`src/rtl/uart_rx_if.sv`:
```
// Byte handshake between the UART receiver and its consumer.
// The receiver drives rx_data/rx_valid; the consumer answers with rx_ready.
interface uart_rx_if;
  logic [7:0] rx_data;
  logic       rx_valid;
  logic       rx_ready;

  modport master (output rx_data, output rx_valid, input rx_ready);
  modport slave  (input rx_data, input rx_valid, output rx_ready);
endinterface

```
`src/rtl/uart_rx.sv`:
```
// 8N1 UART receiver. Bit timing re-aligns to each start edge; a byte is offered one clock after the stop-bit sample.
// Single-byte holding register: a byte that arrives while it is still full is dropped and sets the sticky overrun flag.
module uart_rx #(
  parameter int CLKS_PER_BIT = 1250,
  parameter int CNT_SIZE     = 11
) (
  input  logic       clk_in,
  input  logic       rst_n,
  input  logic       rx,
  uart_rx_if.master  rx_if,
  output logic       frame_err,
  output logic       overrun,
  output logic       busy
);

  typedef enum logic [1:0] {IDLE, START, DATA, STOP} state_t;

  localparam logic [CNT_SIZE-1:0] HALF_CNT = CNT_SIZE'(CLKS_PER_BIT / 2 - 1);
  localparam logic [CNT_SIZE-1:0] BIT_CNT  = CNT_SIZE'(CLKS_PER_BIT - 1);

  logic                rx_sync1_q, rx_sync1_d;
  logic                rx_s_q, rx_s_d;
  logic                rx_s_dly_q, rx_s_dly_d;
  state_t              state_q, state_d;
  logic [CNT_SIZE-1:0] cnt_q, cnt_d;
  logic [2:0]          bit_idx_q, bit_idx_d;
  logic [7:0]          shift_q, shift_d;
  logic [7:0]          data_q, data_d;
  logic                valid_q, valid_d;
  logic                frame_err_q, frame_err_d;
  logic                overrun_q, overrun_d;
  logic                busy_q, busy_d;
  logic                fall;
  logic                deliver;
  logic                xfer;

  always_comb begin
    rx_sync1_d  = rx;
    rx_s_d      = rx_sync1_q;
    rx_s_dly_d  = rx_s_q;
    state_d     = state_q;
    cnt_d       = cnt_q;
    bit_idx_d   = bit_idx_q;
    shift_d     = shift_q;
    data_d      = data_q;
    valid_d     = valid_q;
    frame_err_d = 1'b0;
    overrun_d   = overrun_q;
    deliver     = 1'b0;
    fall        = rx_s_dly_q & ~rx_s_q;
    xfer        = valid_q & rx_if.rx_ready;

    case (state_q)
      IDLE: begin
        // Edge-triggered only, so a line stuck low (break) cannot re-arm the receiver.
        if (fall) begin
          state_d = START;
          cnt_d   = '0;
        end
      end
      START: begin
        if (cnt_q == HALF_CNT) begin
          cnt_d     = '0;
          bit_idx_d = '0;
          state_d   = rx_s_q ? IDLE : DATA;
        end else begin
          cnt_d = cnt_q + CNT_SIZE'(1);
        end
      end
      DATA: begin
        if (cnt_q == BIT_CNT) begin
          shift_d   = {rx_s_q, shift_q[7:1]};
          cnt_d     = '0;
          bit_idx_d = bit_idx_q + 3'd1;
          if (bit_idx_q == 3'd7) state_d = STOP;
        end else begin
          cnt_d = cnt_q + CNT_SIZE'(1);
        end
      end
      STOP: begin
        if (cnt_q == BIT_CNT) begin
          cnt_d       = '0;
          state_d     = IDLE;
          deliver     = rx_s_q;
          frame_err_d = ~rx_s_q;
        end else begin
          cnt_d = cnt_q + CNT_SIZE'(1);
        end
      end
      default: state_d = IDLE;
    endcase

    // A delivery in the same cycle as a transfer refills the register without overrun.
    if (deliver) begin
      if (!valid_q || xfer) begin
        data_d  = shift_q;
        valid_d = 1'b1;
      end else begin
        overrun_d = 1'b1;
      end
    end else if (xfer) begin
      valid_d = 1'b0;
    end

    busy_d = (state_d != IDLE);
  end

  always_ff @(posedge clk_in or negedge rst_n) begin
    if (!rst_n) begin
      rx_sync1_q  <= 1'b1;
      rx_s_q      <= 1'b1;
      rx_s_dly_q  <= 1'b1;
      state_q     <= IDLE;
      cnt_q       <= '0;
      bit_idx_q   <= '0;
      shift_q     <= '0;
      data_q      <= '0;
      valid_q     <= 1'b0;
      frame_err_q <= 1'b0;
      overrun_q   <= 1'b0;
      busy_q      <= 1'b0;
    end else begin
      rx_sync1_q  <= rx_sync1_d;
      rx_s_q      <= rx_s_d;
      rx_s_dly_q  <= rx_s_dly_d;
      state_q     <= state_d;
      cnt_q       <= cnt_d;
      bit_idx_q   <= bit_idx_d;
      shift_q     <= shift_d;
      data_q      <= data_d;
      valid_q     <= valid_d;
      frame_err_q <= frame_err_d;
      overrun_q   <= overrun_d;
      busy_q      <= busy_d;
    end
  end

  assign rx_if.rx_data  = data_q;
  assign rx_if.rx_valid = valid_q;
  assign frame_err      = frame_err_q;
  assign overrun        = overrun_q;
  assign busy           = busy_q;

endmodule

```
`src/flat_wrapper.sv`:
```
// flat-port wrapper written by rule: the top's interface ports become plain ports
module uart_rx_flat 
#(
  parameter int CLKS_PER_BIT = 1250,
  parameter int CNT_SIZE     = 11
)
  (clk_in, rst_n, rx, frame_err, overrun, busy, rx_if_rx_data, rx_if_rx_valid, rx_if_rx_ready);
  uart_rx_if rx_if_i ();
  input  logic clk_in;
  input  logic rst_n;
  input  logic rx;
  output logic frame_err;
  output logic overrun;
  output logic busy;
  output wire logic [$bits(rx_if_i.rx_data)-1:0] rx_if_rx_data;
  output wire logic [$bits(rx_if_i.rx_valid)-1:0] rx_if_rx_valid;
  input wire logic [$bits(rx_if_i.rx_ready)-1:0] rx_if_rx_ready;
  assign rx_if_rx_data = rx_if_i.rx_data;
  assign rx_if_rx_valid = rx_if_i.rx_valid;
  assign rx_if_i.rx_ready = rx_if_rx_ready;
  uart_rx #(.CLKS_PER_BIT(CLKS_PER_BIT), .CNT_SIZE(CNT_SIZE)) u_core (.clk_in(clk_in), .rst_n(rst_n), .rx(rx), .rx_if(rx_if_i), .frame_err(frame_err), .overrun(overrun), .busy(busy));
endmodule
```
`config.mk`:
```
export PLATFORM = sky130hd
export DESIGN_NAME = uart_rx_flat
export DESIGN_NICKNAME = d
export VERILOG_FILES = /design/src/rtl/uart_rx_if.sv /design/src/rtl/uart_rx.sv /design/src/flat_wrapper.sv
export SDC_FILE = /design/constraint.sdc
export NUM_CORES = 1
export LEC_CHECK = 0
export ABC_AREA = 1
export CAP_MARGIN = 15
export CORE_MARGIN = 2
export CORE_UTILIZATION = 51
export DETAILED_ROUTE_END_ITERATION = 6
export GPL_ROUTABILITY_DRIVEN = 1
export GPL_TIMING_DRIVEN = 0
export PLACE_DENSITY_LB_ADDON = 0.05
export SLEW_MARGIN = 20
export SYNTH_ARGS = -nofsm -noshare
export SYNTH_HDL_FRONTEND = slang
export SYNTH_SLANG_ARGS = --single-unit
```
`constraint.sdc`:
```
create_clock -name clk_in -period 1.6 [get_ports clk_in]
set_clock_uncertainty 0.15 [all_clocks]
set_input_delay 0.24 -clock clk_in [delete_from_list [all_inputs] [get_ports clk_in]]
set_output_delay 0.24 -clock clk_in [all_outputs]
set_load 0.05 [all_outputs]
```
==> run summary <==
Status -> finished, violations left
Failing checks -> setup timing
Die H -> 64.62 µm
# fillers -> 279
Total track usage -> 0.2258
N_diodes -> 0
Final Setup Violations -> 26
Main synth FF type -> dfrtp_1
Syn_nets -> 233
Synth Instances -> 220
Async set or reset register ratio after synthesis -> 1.000
CTS Buf Count -> 5
Critical path type -> reg2reg
Initial antenna violation count -> 0
Post-layout nets -> 267
Final slew viol count -> 0
Synth Area in XOR/XNOR -> 0.01869
Seq cells post-synth -> 39
CTS tree -> done
Vias in the first global route -> 1,575
Synthesized area -> 1874 µm²
Initial core utilization -> 0.5198
Slowest cell on crit path -> dfrtp_1
Area share of the largest cell type after synthesis -> 0.4806
Leading post-synthesis cells by instance count -> nand2_1 (63), dfrtp_1 (36), inv_1 (28), o21ai_0 (18), nand3_1 (16)
Post-synthesis mux area share -> 0
Root Buffer -> clkbuf_8
Share of layout cells above drive strength 1 -> 0.2784
Vias -> 1,565
DP HPWL -> 2762 µm
Crit-path cells -> inv_2, buf_6, ha_4, nand2_1, nor2_2, nand3_1, nand2_4, nand3_4, nand2_4, o21ai_0
Worst-path clk slew -> 0.07 ns
RSZ-0062 raised after global routing -> true
Area grow syn2layout -> 32.78%
# H-tree levels -> 2
Power per standard cell area -> 1114 nW/µm²
Post-Synth Simple-Gate Area -> 0.2356
Router iterations before antenna repair -> 4
CP required -> 1.61 ns
CP Buf/Inv Count -> 2
Global-route wire length before repair -> 7113 µm
Unique masters post-synth -> 24
R2r startpoint -> u_core.cnt_q[1]$_DFFE_PN0P_
Maximum VDD drop -> 0.9219 mV
Worst path most repeated cell -> nand2_4
EDFF count, synth -> 0
Total gr overflow -> 0
Main combinational cell family by area after synthesis -> simple AND/OR/NAND/NOR gates
DR DRC count -> 0
Clk buf depth -> 2
Worst setup EP type -> flip-flop
Die ar. -> 4176 µm²
Synth Area in Compound Gates -> 0.09613
Peak Freq -> 0.5829 GHz
Static Leakage -> 0.001137 µW
Finished Core Util -> 0.6901
Slew margin rel. -> 0.6594
Final Cycle Share -> 1.072
Largest net degree at the start of global routing -> 26
Ports -> 16
Vias per std cell -> 5.165
Port Buf Inserts -> 15
Routed WL -> 4091 µm
Synth top area cells -> dfrtp_1 (48%), nand2_1 (13%), ha_1 (6.0%)
Final hold viol count -> 0
Crit path time final -> 1.715 ns
Final GP Congestion -> 0.9153
Synth Area in Adders -> 0.06008
Drt first-iter violations -> 131
Fin worst setup slack -> -0.1154 ns
Seq/Total Area, Yosys -> 0.5227
Max-Cap Viols -> 0
Drt wl/cell -> 13.50 µm
Yosys top cell by area -> dfrtp_1
Top Family by Delay on Critical Path -> simple AND/OR/NAND/NOR gates
Syn. warnings -> 0
Fin area -> 2489 µm²
Hold WC Path Type -> reg2reg
Multi-input gate area -> 938.4 µm²
Setup crit start kind -> flip-flop
Register area -> 984.7 µm²
Count leader, synth -> nand2_1
Crit path arrival time -> 1.73 ns
Detail Route Antenna Nets -> 0
Row Count -> 22
Core Area -> 3606 µm²
Transition time of the tightest slew-check pin -> 0.5130 ns
Die W -> 64.62 µm
Mapped Avg Cell Area -> 8.520 µm²
Clk sink count -> 39
Hold Crit Start -> u_core.rx_s_d$_DFF_PN1_
CP startpoint -> u_core.cnt_q[1]$_DFFE_PN0P_
Overall power -> 2771 µW
CP Max Fanout -> 5
Placed cell areas -> 2112 µm²
Worst-skew pair later-pin latency -> 0.29 ns
Max stage delay on crit path -> 0.40 ns
## cells by family (layout without fill, tap and decap cells)
kind of cell	Yosys count	in the layout
AND/OR/NAND/NOR	104	105
flip-flops	39	39
AO/OA/AOI/OAI	33	33
buffers and inverters	31	65
adder cells (fa/ha/maj)	9	9
XOR/XNOR	4	4
## metal layers
metal / share of wire / track usage / up-vias / wire (µm)
li1: - / - / 780 / -
met1: 0.46 / 0.2966 / 738 / 1883
met2: 0.47 / 0.3542 / 42 / 1935
met3: 0.052 / 0.06250 / 5 / 214
met4: 0.014 / 0.09309 / 0 / 57
met5: 0 / 0 / - / 0
## cell type report
class / count / area share
Tap cell: 48 / 0.02413
Clock inverter: 2 / 0.02413
Inverter: 29 / 0.04374
Clock buffer: 6 / 0.02916
Multi-Input combinational cell: 151 / 0.3771
Buffer: 2 / 0.009050
Timing Repair Buffer: 26 / 0.09703
Sequential cell: 39 / 0.3957
## through the flow
| stage | hold WS [ns] | cells | setup WS [ns] | setup TNS, ns |
|---|---|---|---|---|
| final | 0.2061 | 303 | -0.1154 | -1.823 |
| after global routing | 0.2132 | 303 | -0.2309 | -5.280 |
| after CTS | 0.1922 | 300 | -0.1258 | -2.515 |
| after detailed placement | 0.04081 | 284 | -0.2182 | -3.230 |
| after global placement | 0.1968 | 283 | -0.7264 | -30.14 |
| after floorplan | -0.2056 | 220 | 0.02816 | 0 |
## report_power, final
| part | internal (µW) | switching [µW] | leakage, µW | total [µW] |
|---|---|---|---|---|
| Combinational | 258 | 453 | 0.000551 | 711 |
| Clock | 623 | 339 | 0.0000654 | 962 |
| Sequential | 1040 | 54.1 | 0.000521 | 1100 |
| Total | 1930 | 846 | 0.00114 | 2770 |
## final timing paths
kind,endpoint,slack (ns),cells past startpoint
max in group asynchronous,u_core.rx_s_dly_q$_DFF_PN1_,0.53,3
min in group asynchronous,u_core.bit_idx_q[0]$_DFFE_PN0P_,0.25,2
worst min-delay path,u_core.rx_s_dly_d$_DFF_PN1_,0.21,0
worst max register to register,u_core.cnt_q[0]$_DFFE_PN0P_,-0.12,10
worst min register to register,u_core.rx_s_dly_d$_DFF_PN1_,0.21,0
worst max-delay path,u_core.cnt_q[0]$_DFFE_PN0P_,-0.12,10
## registers in the layout (all words and copies together) (netlist names)
name / count
u_core.cnt_q: 11
u_core.rx_if.rx_data: 8
u_core.shift_q: 8
u_core.bit_idx_q: 3
u_core.state_q: 2
u_core.busy: 1
u_core.frame_err: 1
u_core.overrun: 1
u_core.rx_if.rx_valid: 1
u_core.rx_s_d: 1
u_core.rx_s_dly_d: 1
u_core.rx_s_dly_q: 1
## placed cells by master (no fill, tap or decap), types with 5 or more instances in the layout
master,Yosys,final
nand2_1,63,52
dfrtp_1,36,32
inv_1,28,25
o21ai_0,18,15
nand2_2,2,11
nand3_1,16,11
nor2_1,13,9
buf_4,0,7
ha_1,9,6
nand3_2,1,5
nor2_2,2,5
o21ai_1,5,5
clkbuf_8,0,5
dlygate4sd2_1,0,5
clkdlybuf4s15_1,0,5
## what timing repair did
action                                  4_1_cts  5_1_grt
gates cloned                                  2        0
hold buffers                                  1        0
gates resized for setup                      44       30
buffers inserted                              5        3
endpoints found under the setup margin       39       39
pin swaps                                     9        6
endpoints found under the hold margin        12        0
No activity file was read; power rests on OpenSTA's default activity.
==> variant 1 (same settings) <==
Reset style: synchronous (`rst_n`), changed in one clocked block.
--- a/src/rtl/uart_rx.sv
+++ b/src/rtl/uart_rx.sv
@@ -106,5 +106,5 @@
   end
 
-  always_ff @(posedge clk_in or negedge rst_n) begin
+  always_ff @(posedge clk_in) begin
     if (!rst_n) begin
       rx_sync1_q  <= 1'b1;
Behaviour: differs if rst_n is asserted again (counterexample within 4 cycles, from zero or initial values and one cycle with rst_n low); with rst_n held inactive, the same outputs for 10 cycles.
==> variant 1 against the unedited design <==
The run still ends with setup timing left; synthesized area up 3.4%; setup slack got worse by 5.7 ps; die area rose by 3.2%; wire length is 5.2% higher; via count increased by 9.1%; cell area rose by 6.8%; sequential cell count unchanged; critical path type unchanged; largest cell class is now multi-input gates; highest routed layer unchanged.
Power is not compared: it rests on default switching activity, and its combinational part moved more than twofold at a synthesized area within 25%.
==> variant 1: results (changes against the unedited design) <==
[metrics] run status: finished with violations (unchanged)
[metrics] violated checks: setup timing (unchanged)
[metrics] RD Place Congestion: 0.862 (was 0.915)
[metrics] async set-or-reset flop fraction in the synthesized netlist: 0 (was 1.00)
[metrics] area used by sequential logic in the layout: 786 sq um (was 985 sq um)
[metrics] Setup Viol. Count Final: 32 (was 26)
[metrics] share of final layout cell area taken by non-clock buffers: 0.134 (was 0.106)
[metrics] Yosys cell types: 30 (was 24)
[metrics] cell count after placement: 314 (was 284)
[metrics] share of the synthesized area in compound gates (AO/OA/AOI/OAI): 0.119 (was 0.0961)
[metrics] mean routed wirelength per cell: 12.9 microns (was 13.5 microns)
[metrics] hpwl dp: 2.68 mm (was 2.76 mm)
[metrics] largest stage delay on the critical path: 330 ps (was 400 ps)
[metrics] buffers added on ports: 15 (unchanged)
[metrics] count of non-CTS buffers in the layout: 34 (was 28)
[metrics] Total Nets Final: 298 (was 267)
[metrics] number of global-route vias before repair: 1613 (was 1575)
[metrics] top cells by area, synth: sky130_fd_sc_hd__dfxtp_1 (40%), sky130_fd_sc_hd__nand2_1 (9.7%), sky130_fd_sc_hd__nor2_1 (7.0%), sky130_fd_sc_hd__ha_1 (5.8%), sky130_fd_sc_hd__o21ai_0 (5.2%) (was sky130_fd_sc_hd__dfrtp_1 (48%), sky130_fd_sc_hd__nand2_1 (13%), sky130_fd_sc_hd__ha_1 (6.0%), sky130_fd_sc_hd__inv_1 (5.6%), sky130_fd_sc_hd__o21ai_0 (4.8%))
[metrics] inverters: 30 (was 29)
[metrics] multi-input logic cell count: 175 (was 151)
[metrics] Syn Area/Cell: 7.72 sq um (was 8.52 sq um)
[metrics] area share of xor/xnor cells in the synthesized design: 0.00904 (was 0.0187)
[metrics] Post-Synth Adder-Cell Area: 0.0581 (was 0.0601)
[metrics] antenna violations before repair: 0 (unchanged)
[metrics] pin count of the biggest net entering global routing: 13 (was 26)
[metrics] ratio of cells with drive above 1 in the final layout: 0.329 (was 0.278)
[metrics] relative contribution of combinational cells to total power: 0.146
[metrics] clock tree cell share of total cell area: 0.0442 (was 0.0533)
[metrics] ranking of synthesized cells by instance count: sky130_fd_sc_hd__nand2_1 (50), sky130_fd_sc_hd__dfxtp_1 (39), sky130_fd_sc_hd__nor2_1 (36) (was sky130_fd_sc_hd__nand2_1 (63), sky130_fd_sc_hd__dfrtp_1 (36), sky130_fd_sc_hd__inv_1 (28))
[metrics] vias after detailed routing: 1707 (was 1565)
[metrics] global-route wire length before repair: 7.35 mm (was 7.11 mm)
[metrics] number of sequential cells: 39 (unchanged)
[metrics] initial drt markers: 102 (was 131)
[metrics] vias per cell: 5.11 (was 5.17)
[metrics] worst setup slack after layout: -121 ps (was -115 ps)
[metrics] arrival time of data at the critical path endpoint: 1810 ps (was 1730 ps)
[metrics] synthesized netlist net count: 264 (was 233)
[metrics] number of flip-flops under the largest register name: 11 (unchanged)
==> variant 1: cell count changes after synthesis, sizes merged, moves of 5 or more <==
cell,change
dfrtp,-36
nand2,-13
nor3,+7
a21oi,+15
o22ai,-5
dfxtp,+39
nor2,+24
nand3,-5
==> variant 1: critical path, delay by kind of cell, from the launching register on <==
kind | cells | cell delay (ps)
buffers and inverters | 3 | 340
flip-flops | 1 | 330
AND/OR/NAND/NOR | 10 | 690
adder cells (fa/ha/maj) | 1 | 140
==> variant 1: cells by family (layout without fill, tap and decap cells) <==
kind of cell / Yosys count / count (layout)
simple gates: 124 / 124
compound gates: 40 / 40
flops: 39 / 39
buf+inv: 37 / 72
fa+ha+maj: 9 / 9
xor+xnor: 2 / 2
==> variant 1: per-layer routing <==
layer,GRT usage,part of all wire
met5,0,0
met4,0.0703,0.013
met3,0.0462,0.035
met2,0.376,0.48
met1,0.284,0.47
==> variant 1: stage by stage <==
step	TNS (ps)	instance area, sq um	worst slack (ps)	power (mW)
after global routing	-4710	2660	-214	2.27
after CTS	-3500	2520	-156	2.16
after floorplan	0	1940	5.55	1.18
final	-2160	2660	-121	2.18
after global placement	-5130	2150	-253	1.24
after detailed placement	-5380	2150	-269	1.24
==> variant 1: repair_timing <==
action,4_1_cts,5_1_grt
endpoints found under the setup margin,37,37
setup buffers,8,3
resized for setup,57,36
pin swaps,14,18
cloned,1,0
hold buffers,0,0
==> variant 1: worst paths after layout <==
path | startpoint | to | slack [ps] | cells past startpoint
max | u_core.cnt_q[1] | u_core.busy | -120 | 14
min | u_core.rx_s_d | u_core.rx_s_dly_d | 270 | 1
max reg2reg | u_core.cnt_q[1] | u_core.busy | -120 | 14
min reg2reg | u_core.rx_s_d | u_core.rx_s_dly_d | 270 | 1
==> variant 2 (config.mk and constraints unchanged) <==
Without the edit above. `CNT_SIZE` is set to 11 in 2 places; all go to 10.
--- a/src/rtl/uart_rx.sv
+++ b/src/rtl/uart_rx.sv
@@ -3,5 +3,5 @@
 module uart_rx #(
   parameter int CLKS_PER_BIT = 1250,
-  parameter int CNT_SIZE     = 11
+  parameter int CNT_SIZE     = 10
 ) (
   input  logic       clk_in,
--- a/src/flat_wrapper.sv
+++ b/src/flat_wrapper.sv
@@ -3,5 +3,5 @@
 #(
   parameter int CLKS_PER_BIT = 1250,
-  parameter int CNT_SIZE     = 11
+  parameter int CNT_SIZE     = 10
 )
   (clk_in, rst_n, rx, frame_err, overrun, busy, rx_if_rx_data, rx_if_rx_valid, rx_if_rx_ready);
Check against the original RTL: same outputs for any inputs over 10 cycles, from zero or initial values and one cycle with rst_n low; that may be too few to reach the edited logic, so the function may still have changed.
==> variant 2 against the unedited design <==
The flow still finishes with violations (setup timing); sequential cell count fell by 1; setup slack got worse by 53 ps; cell area grew 1.6%; wire length is 3.1% higher; global-route usage grew 0.72 points; final cell count grew 1.7%; non-clock buffer count increased by 5; synthesized area increased by 1.7%; count of clock-buffer cells in the layout unchanged; total power is 5.1% lower; critical path type unchanged; critical endpoint is now u_core.rx_if.rx_data[6].
==> variant 2: results (changes against the unedited design) <==
[metrics] pin count of the biggest net entering global routing: 23 (was 26)
[metrics] cell area after placement: 2140 sq um (was 2110 sq um)
[metrics] arrival time of data at the critical path endpoint: 1810 ps (was 1730 ps)
[metrics] Total Nets Final: 272 (was 267)
[metrics] buffers added on ports: 15 (unchanged)
[metrics] fill cell total of the finished layout: 290 (was 279)
[metrics] most flop-heavy register: u_core.cnt_q (unchanged)
[metrics] global-route wire length before repair: 7.49 mm (was 7.11 mm)
[metrics] instance count of the mapped netlist: 221 (was 220)
[metrics] largest vdd supply drop: 809 uV (was 922 uV)
[metrics] normalized max-slew margin: 0.674 (was 0.659)
[metrics] run status: finished with violations (unchanged)
[metrics] worst setup timing slack at the placement stage: -190 ps (was -218 ps)
[metrics] cell chosen for the clock root: sky130_fd_sc_hd__clkbuf_8 (unchanged)
[metrics] total negative slack for setup checks: -3240 ps (was -1820 ps)
[metrics] worst setup slack after layout: -169 ps (was -115 ps)
[metrics] Clock Latency Late Sink: roughly 300 ps
[metrics] antenna violations before repair: 0 (unchanged)
[metrics] async set-or-reset flop fraction in the synthesized netlist: 1.00 (unchanged)
[metrics] part of the Yosys area used for sequential elements: 0.501 (was 0.523)
[metrics] ratio of cells with drive above 1 in the final layout: 0.346 (was 0.278)
[metrics] count of warnings emitted by yosys: 0 (unchanged)
[metrics] initial drt markers: 81 (was 131)
[metrics] Setup Viol. Count Final: 31 (was 26)
[metrics] top cells by area, synth: sky130_fd_sc_hd__dfrtp_1 (46%), sky130_fd_sc_hd__nand2_1 (12%), sky130_fd_sc_hd__inv_1 (6.1%), sky130_fd_sc_hd__ha_1 (5.9%), sky130_fd_sc_hd__o21ai_0 (4.7%) (was sky130_fd_sc_hd__dfrtp_1 (48%), sky130_fd_sc_hd__nand2_1 (13%), sky130_fd_sc_hd__ha_1 (6.0%), sky130_fd_sc_hd__inv_1 (5.6%), sky130_fd_sc_hd__o21ai_0 (4.8%))
[metrics] wirelength, routed: 4.22 mm (was 4.09 mm)
[metrics] largest stage delay on the critical path: 400 ps (about the same)
[metrics] vias per cell: 5.16 (was 5.17)
[metrics] number of flip-flops under the largest register name: 10 (was 11)
[metrics] Leak Pwr: 1.14 nW (about the same)
[metrics] overall track demand over capacity in global routing: 0.233 (was 0.226)
[metrics] Hold WC Path Type: in -> reg (was reg -> reg)
[metrics] ranking of synthesized cells by instance count: sky130_fd_sc_hd__nand2_1 (60), sky130_fd_sc_hd__dfrtp_1 (35), sky130_fd_sc_hd__inv_1 (31) (was sky130_fd_sc_hd__nand2_1 (63), sky130_fd_sc_hd__dfrtp_1 (36), sky130_fd_sc_hd__inv_1 (28))
[metrics] mean routed wirelength per cell: 13.7 microns (was 13.5 microns)
[metrics] number of buffers inserted during clock tree synthesis: 5 (unchanged)
[metrics] RD Place Congestion: 0.898 (was 0.915)
[metrics] violated checks: setup timing (unchanged)
[metrics] synthesized netlist net count: 234 (was 233)
[metrics] number of global-route vias before repair: 1635 (was 1575)
[metrics] cell count after placement: 285 (was 284)
[metrics] hpwl dp: 2.88 mm (was 2.76 mm)
variant 2: logic make-up (layout without fill, tap and decap cells):
group / Yosys count / count (layout) / synth area share
compound gates: 32 / 32 / 0.0997
buf+inv: 33 / 72 / 0.0709
simple gates: 106 / 106 / 0.256
xor+xnor: 3 / 3 / 0.0138
flops: 38 / 38 / 0.501
fa+ha+maj: 9 / 9 / 0.0591
variant 2: repair_timing:
action,CTS,global route
pin swaps,1,2
cloned,1,1
hold endpoints to repair,13,0
setup endpoints to repair,45,44
hold buffers,1,0
gates resized for setup,39,49
buffers inserted,9,3
variant 2: per-layer routing:
metal | wire [microns] | up-vias | share of wire | global-route usage
li1 | - | 777 | - | -
met1 | 1790 | 773 | 0.42 | 0.293
met2 | 2180 | 30 | 0.52 | 0.384
met3 | 177 | 9 | 0.042 | 0.0599
met4 | 76 | 0 | 0.018 | 0.0964
met5 | 0 | - | 0 | 0
variant 2: worst paths after layout:
kind	start	end	slack [ps]	cells after the start
min in group asynchronous	rst_n	u_core.cnt_q[3]	260	2
hold reg to reg	u_core.rx_s_d	u_core.rx_s_dly_d	210	0
setup / recovery	u_core.cnt_q[1]	u_core.rx_if.rx_data[6]	-170	10
max in group asynchronous	rst_n	u_core.shift_q[0]	590	3
hold / removal	rx	u_core.rx_s_d	200	1
setup reg to reg	u_core.cnt_q[1]	u_core.rx_if.rx_data[6]	-170	10
variant 2: layout make-up:
type	count	area, sq um	share of cell area
buffer	2	26.3	0.0104
clock buffer	6	82.6	0.0327
clock inverter	2	12.5	0.00495
inverter	31	120	0.0475
multi-input combinational	150	973	0.385
sequential	38	955	0.378
tap	48	60.1	0.0238
timing repair buffer	31	298	0.118
variant 2: power breakdown:
group          internal (mW)  switching (mW)
logic                  0.372           0.494
clock network          0.346           0.355
registers               1.01          0.0464
